### src/rtl/timer_periph_pkg.sv
// rtl/timer_periph_pkg.sv - shared constants for the memory-mapped timer/compare peripheral
package timer_periph_pkg;

    localparam int DATA_W = 8;

    typedef logic [DATA_W-1:0] data_t;

    localparam data_t OFF_CTRL  = 8'd0;
    localparam data_t OFF_PRESC = 8'd1;
    localparam data_t OFF_CMP   = 8'd2;
    localparam data_t OFF_CNT   = 8'd3;
    localparam data_t OFF_STAT  = 8'd4;

    localparam int CTRL_EN   = 0;
    localparam int CTRL_AUTO = 1;
    localparam int CTRL_IE   = 2;

endpackage

### src/rtl/timer_prescaler.sv
// rtl/timer_prescaler.sv - prescale counter producing one tick every presc+1 enabled cycles
module timer_prescaler
    import timer_periph_pkg::*;
(
    input  logic        clk,
    input  logic        reset,
    input  logic        en,
    input  data_t       presc,
    input  logic        clear,
    output logic        tick
);

    data_t pcnt_q;
    data_t pcnt_d;

    assign tick = en & (pcnt_q == presc);

    always_comb begin
        pcnt_d = '0;
        if (!clear && en && !tick) begin
            pcnt_d = pcnt_q + 8'd1;
        end
    end

    always_ff @(posedge clk) begin
        if (!reset) begin
            pcnt_q <= '0;
        end else begin
            pcnt_q <= pcnt_d;
        end
    end

endmodule

### src/rtl/timer_periph.sv
// rtl/timer_periph.sv - data-bus timer with compare flag, interrupt, one-shot/auto-reload modes
module timer_periph
    import timer_periph_pkg::*;
#(
    parameter logic [7:0] BASE_ADDR = 8'hF0
) (
    input  logic       clk,
    input  logic       reset,
    input  logic [7:0] i_Address,
    input  logic [7:0] i_DataIn,
    input  logic       i_WR,
    output logic [7:0] o_DataOut,
    output logic       o_Hit,
    output logic       o_IRQ
);

    logic [2:0] ctrl_q, ctrl_d;
    data_t      presc_q, presc_d;
    data_t      cmp_q, cmp_d;
    data_t      cnt_q, cnt_d;
    logic       flag_q, flag_d;

    data_t      off;
    logic       wr;
    logic       wr_ctrl, wr_presc, wr_cmp, wr_cnt, wr_stat;
    logic       tick;
    logic       match;
    logic       psc_clear;

    assign o_Hit    = (i_Address >= BASE_ADDR) && (i_Address <= BASE_ADDR + 8'd4);
    assign off      = i_Address - BASE_ADDR;
    assign wr       = o_Hit & i_WR;
    assign wr_ctrl  = wr && (off == OFF_CTRL);
    assign wr_presc = wr && (off == OFF_PRESC);
    assign wr_cmp   = wr && (off == OFF_CMP);
    assign wr_cnt   = wr && (off == OFF_CNT);
    assign wr_stat  = wr && (off == OFF_STAT);

    assign psc_clear = (wr_ctrl & ~i_DataIn[CTRL_EN]) | wr_presc;

    timer_prescaler u_prescaler (
        .clk   (clk),
        .reset (reset),
        .en    (ctrl_q[CTRL_EN]),
        .presc (presc_q),
        .clear (psc_clear),
        .tick  (tick)
    );

    // A CPU write to COUNT suppresses match evaluation for that edge entirely.
    assign match = tick & ~wr_cnt & (cnt_q == cmp_q);

    always_comb begin
        ctrl_d  = ctrl_q;
        presc_d = wr_presc ? i_DataIn : presc_q;
        cmp_d   = wr_cmp ? i_DataIn : cmp_q;
        cnt_d   = cnt_q;
        flag_d  = flag_q;

        if (match) begin
            if (ctrl_q[CTRL_AUTO]) begin
                cnt_d = '0;
            end else begin
                ctrl_d[CTRL_EN] = 1'b0;
            end
        end else if (tick) begin
            cnt_d = cnt_q + 8'd1;
        end

        if (wr_cnt) begin
            cnt_d = i_DataIn;
        end
        if (wr_ctrl) begin
            ctrl_d = i_DataIn[2:0];
        end
        if (wr_stat && i_DataIn[0]) begin
            flag_d = 1'b0;
        end
        if (match) begin
            flag_d = 1'b1;
        end
    end

    always_ff @(posedge clk) begin
        if (!reset) begin
            ctrl_q  <= '0;
            presc_q <= '0;
            cmp_q   <= 8'hFF;
            cnt_q   <= '0;
            flag_q  <= 1'b0;
        end else begin
            ctrl_q  <= ctrl_d;
            presc_q <= presc_d;
            cmp_q   <= cmp_d;
            cnt_q   <= cnt_d;
            flag_q  <= flag_d;
        end
    end

    assign o_IRQ = flag_q & ctrl_q[CTRL_IE];

    always_comb begin
        o_DataOut = '0;
        if (o_Hit) begin
            case (off)
                OFF_CTRL:  o_DataOut = {5'b0, ctrl_q};
                OFF_PRESC: o_DataOut = presc_q;
                OFF_CMP:   o_DataOut = cmp_q;
                OFF_CNT:   o_DataOut = cnt_q;
                OFF_STAT:  o_DataOut = {7'b0, flag_q};
                default:   o_DataOut = '0;
            endcase
        end
    end

endmodule

### config.mk
export PLATFORM = sky130hd
export DESIGN_NAME = timer_periph
export DESIGN_NICKNAME = d
export VERILOG_FILES = /design/src/rtl/timer_periph_pkg.sv /design/src/rtl/timer_prescaler.sv /design/src/rtl/timer_periph.sv
export SDC_FILE = /design/constraint.sdc
export NUM_CORES = 1
export LEC_CHECK = 0
export ABC_AREA = 1
export CORE_MARGIN = 10
export CORE_UTILIZATION = 40
export CTS_CLUSTER_DIAMETER = 60
export DETAILED_ROUTE_END_ITERATION = 12
export PLACE_DENSITY_LB_ADDON = 0.1
export SLEW_MARGIN = 10
export SYNTH_ARGS = -nofsm -noshare
export SYNTH_HDL_FRONTEND = slang
export SYNTH_HIERARCHICAL = 1
export SYNTH_SLANG_ARGS = --single-unit
### constraint.sdc
create_clock -name clk -period 1.88 [get_ports clk]
set_clock_uncertainty 0.2 [all_clocks]
set_input_delay 0.188 -clock clk [delete_from_list [all_inputs] [get_ports clk]]
set_output_delay 0.188 -clock clk [all_outputs]
set_load 0.005 [all_outputs]
==> results_dict.tcl, run 1 <==
set metrics [dict create \
    status "complete, no violations" \
    gr-total-overflow 0 \
    grt_pass1_wl_mm 10.6 \
    grt_max_degree 17 \
    gp_congestion 0.849 \
    synthToLayoutAreaGrowth_pct 39.5 \
    cts_hold_buf 0 \
    power_density_nw_per_um2 465 \
    netlist.area_leader.share_pct 32.1 \
    whs_path_depth 5 \
    wl_per_cell_microns 13.1 \
    crit_arrival_ps 1820 \
    setup_violations 0 \
    syn_area_sq_um 2250 \
    end_kind "flip-flop" \
    io_buffers 28 \
    highest_layer "met4" \
    dr.first_iter.drc_count 115 \
    clk_pin_slew_ps 80 \
    synth.net_count 367 \
    die_w_microns 95.0 \
    nNetsFinal 444 \
    worst-path-max-fanout 4 \
    h-tree-depth 2 \
    cts_tree "built" \
    syn_inst 346 \
    final.setup.tns_ps 0 \
    cts_buffer_depth 2 \
    tightest_slew_ps 316 \
    max_freq_mhz 549 \
    clk_latency_ps 300 \
    total_power_mw 1.46 \
    grt_pass1_vias 2238 \
    core-area_sq_um 5470 \
    diodes 0 \
    wl_met3_microns 449 \
    vias 2375 \
    slew_violations 0 \
    viasPerCell 4.79 \
    cts-buffers-inserted 5 \
    num_rows 27 \
    setup.worst_path.start_class "flip-flop" \
    grt_antenna_before_repair 0 \
    grt_usage_pct 14.8 \
    start_util_pct 41.1 \
    dieArea_sq_um 9020 \
    finalNonFillerCells 496 \
    yosysUniqueCellTypes 35 \
    min_period_over_period_pct 96.9 \
    synth-seq-area-share_pct 32.1 \
    finalCriticalPeriod_ps 1820 \
    antenna_left 0 \
    yosys-top-cells-area "dfxtp_1 (32%), nand2_1 (16%), inv_1 (10%), nand3_1 (5.6%), a21oi_1 (4.2%)" \
    cts_num_sinks 36 \
    critPathKind "flip-flop to flip-flop" \
    cap_violations 0 \
    irDropWorstVdd_uv 338 \
    drive_above_1_share_pct 27.8 \
    num-fill-cells 559 \
    hpwl_mm 5.07 \
    numPlacedInstances 484 \
    synth_top_cell_by_area "dfxtp_1" \
    drc 0 \
    finalHoldViolations 0 \
    p_leak_nw 1.40 \
    rr_worst_depth 12 \
    route.met2.wl_mm 2.85 \
    drt_pre_antenna_iters 4 \
    synth-seq-cells 36 \
    wl_met1_mm 3.09 \
    io_pins 29 \
    max_slew_margin_pct 78.9 \
    syn_area_per_cell_sq_um 6.49 \
    die_h_microns 95.0 \
    rsz0062_at_grt "yes" \
    yosys_warnings 6 \
    min_path_type "input pin to flip-flop" \
    wl_mm 6.50 \
    cp.required_ps 1880 \
    cts-root-buf "clkbuf_8" \
]
## cells in the final DEF (no fill, tap or decap), drive strengths merged
cell type      netlist  final
nand4                3      3
clkinv               2      3
dfxtp               36     36
xnor2                8      8
dlygate4sd2          0      5
o31ai                1      1
ha                   2      2
clkdlybuf4s15        0      5
inv                 65     65
o221ai               6      6
buf                  5     52
nand3               29     29
nor3b                1      1
clkbuf               2      8
clkdlybuf4s50        0     11
a21oi               20     20
nor2                27     27
o21ai               23     23
nand2               98     98
dlymetal6s2s         0      1
nor3                 3      3
o211ai               5      5
xor2                 7      7
clkinvlp             0      2
o2111ai              1      1
o22ai                1      1
or2                  1      1
## worst paths after layout
check                              from  slack (ps)    endpoint
hold / removal             i_Address[2]         220      flag_q
hold reg to reg              presc_q[4]         280  presc_q[4]
setup / recovery  u_prescaler/pcnt_q[4]          60   ctrl_q[0]
setup reg to reg  u_prescaler/pcnt_q[4]          60   ctrl_q[0]
## registers in the layout (all words and copies together) (netlist names)
signal              count
cnt_q                   8
u_prescaler/pcnt_q      8
flag_q                  1
cmp_q                   8
ctrl_q                  3
presc_q                 8
## worst max-delay path, stage by stage (launching register included)
cell	delay, ps
dfxtp_2	340
xor2_2	180
nor2_1	100
nand2_1	70
nor3_2	160
buf_4	160
nand2_4	60
inv_6	80
nand3_4	80
o21ai_2	140
nand2_1	60
nand2_1	60
inv_1	40
## metal layers
metal | track usage, % | vias to the layer above
li1 | - | 1251
met1 | 19.2 | 1051
met2 | 23.1 | 62
met3 | 4.28 | 11
met4 | 4.86 | 0
met5 | 0 | -
## metrics by stage
| stage | hold WS, ps | area, sq um | setup slack [ps] | utilization, % |
|---|---|---|---|---|
| after CTS | 285 | 3050 | -1.41 | 55.7 |
| after global placement | 270 | 2910 | -525 | 53.2 |
| final | 221 | 3140 | 58.3 | 57.3 |
| after global routing | 234 | 3140 | -50.1 | 57.3 |
| after floorplan | 114 | 2250 | 164 | - |
| after detailed placement | 273 | 2910 | -575 | 53.2 |
## kinds of logic (layout without fill, tap and decap cells)
logic type / count (synthesis) / after routing / synth area share, %
and+or+nand+nor: 162 / 162 / 33.0
DFF: 36 / 36 / 32.1
xor gates and xnor gates: 15 / 15 / 5.85
buffers and inverters: 74 / 152 / 13.0
AOI/OAI and AO/OA: 57 / 57 / 14.9
adders and majority gates: 2 / 2 / 1.11
## area by class of cell
cell class | instances | area (sq um) | share of cell area, %
clock buffer | 5 | 68.8 | 2.19
inverter | 67 | 256 | 8.18
sequential | 36 | 732 | 23.3
clock inverter | 3 | 23.8 | 0.758
multi-input combinational | 236 | 1340 | 42.8
timing repair buffer | 77 | 623 | 19.9
tap | 72 | 90.1 | 2.87
## power breakdown
group	switching [mW]	internal (mW)	leakage [nW]
Clock	0.323	0.263	0.0404
Sequential	0.00111	0.763	0.295
Combinational	0.0571	0.0515	1.06
## synthesized netlist by cell type
cell,count
inv_1,61
nand3_1,25
or2_1,1
o21ai_1,8
xnor2_1,8
a21oi_1,19
o2111ai_1,1
dfxtp_1,36
o221ai_1,6
nor2_4,1
o211ai_1,5
buf_6,1
clkbuf_1,2
o21ai_0,14
nand2_1,93
nor3_1,2
o21ai_2,1
o22ai_1,1
nor3b_1,1
nand2_4,1
buf_4,1
nand4_1,3
xor2_1,7
nand3_2,4
nor2_2,3
a21oi_2,1
clkinv_1,2
o31ai_1,1
buf_2,3
nor2_1,22
nor2_8,1
nand2_2,4
nor3_4,1
inv_2,4
ha_1,2
## repair_timing
item	in CTS	in global routing
endpoints found under the setup margin	22	16
resized for setup	42	41
hold endpoints to repair	0	0
setup buffers	3	1
pin swaps	6	14
Note: power is estimated with default switching activity, not from simulation.
==> inputs of run 2 (changes only) <==
SLEW_MARGIN = not set   (was 10)
==> results of run 2 <==
Same layout as run 1: the final DEF is identical, and so are final timing and power.
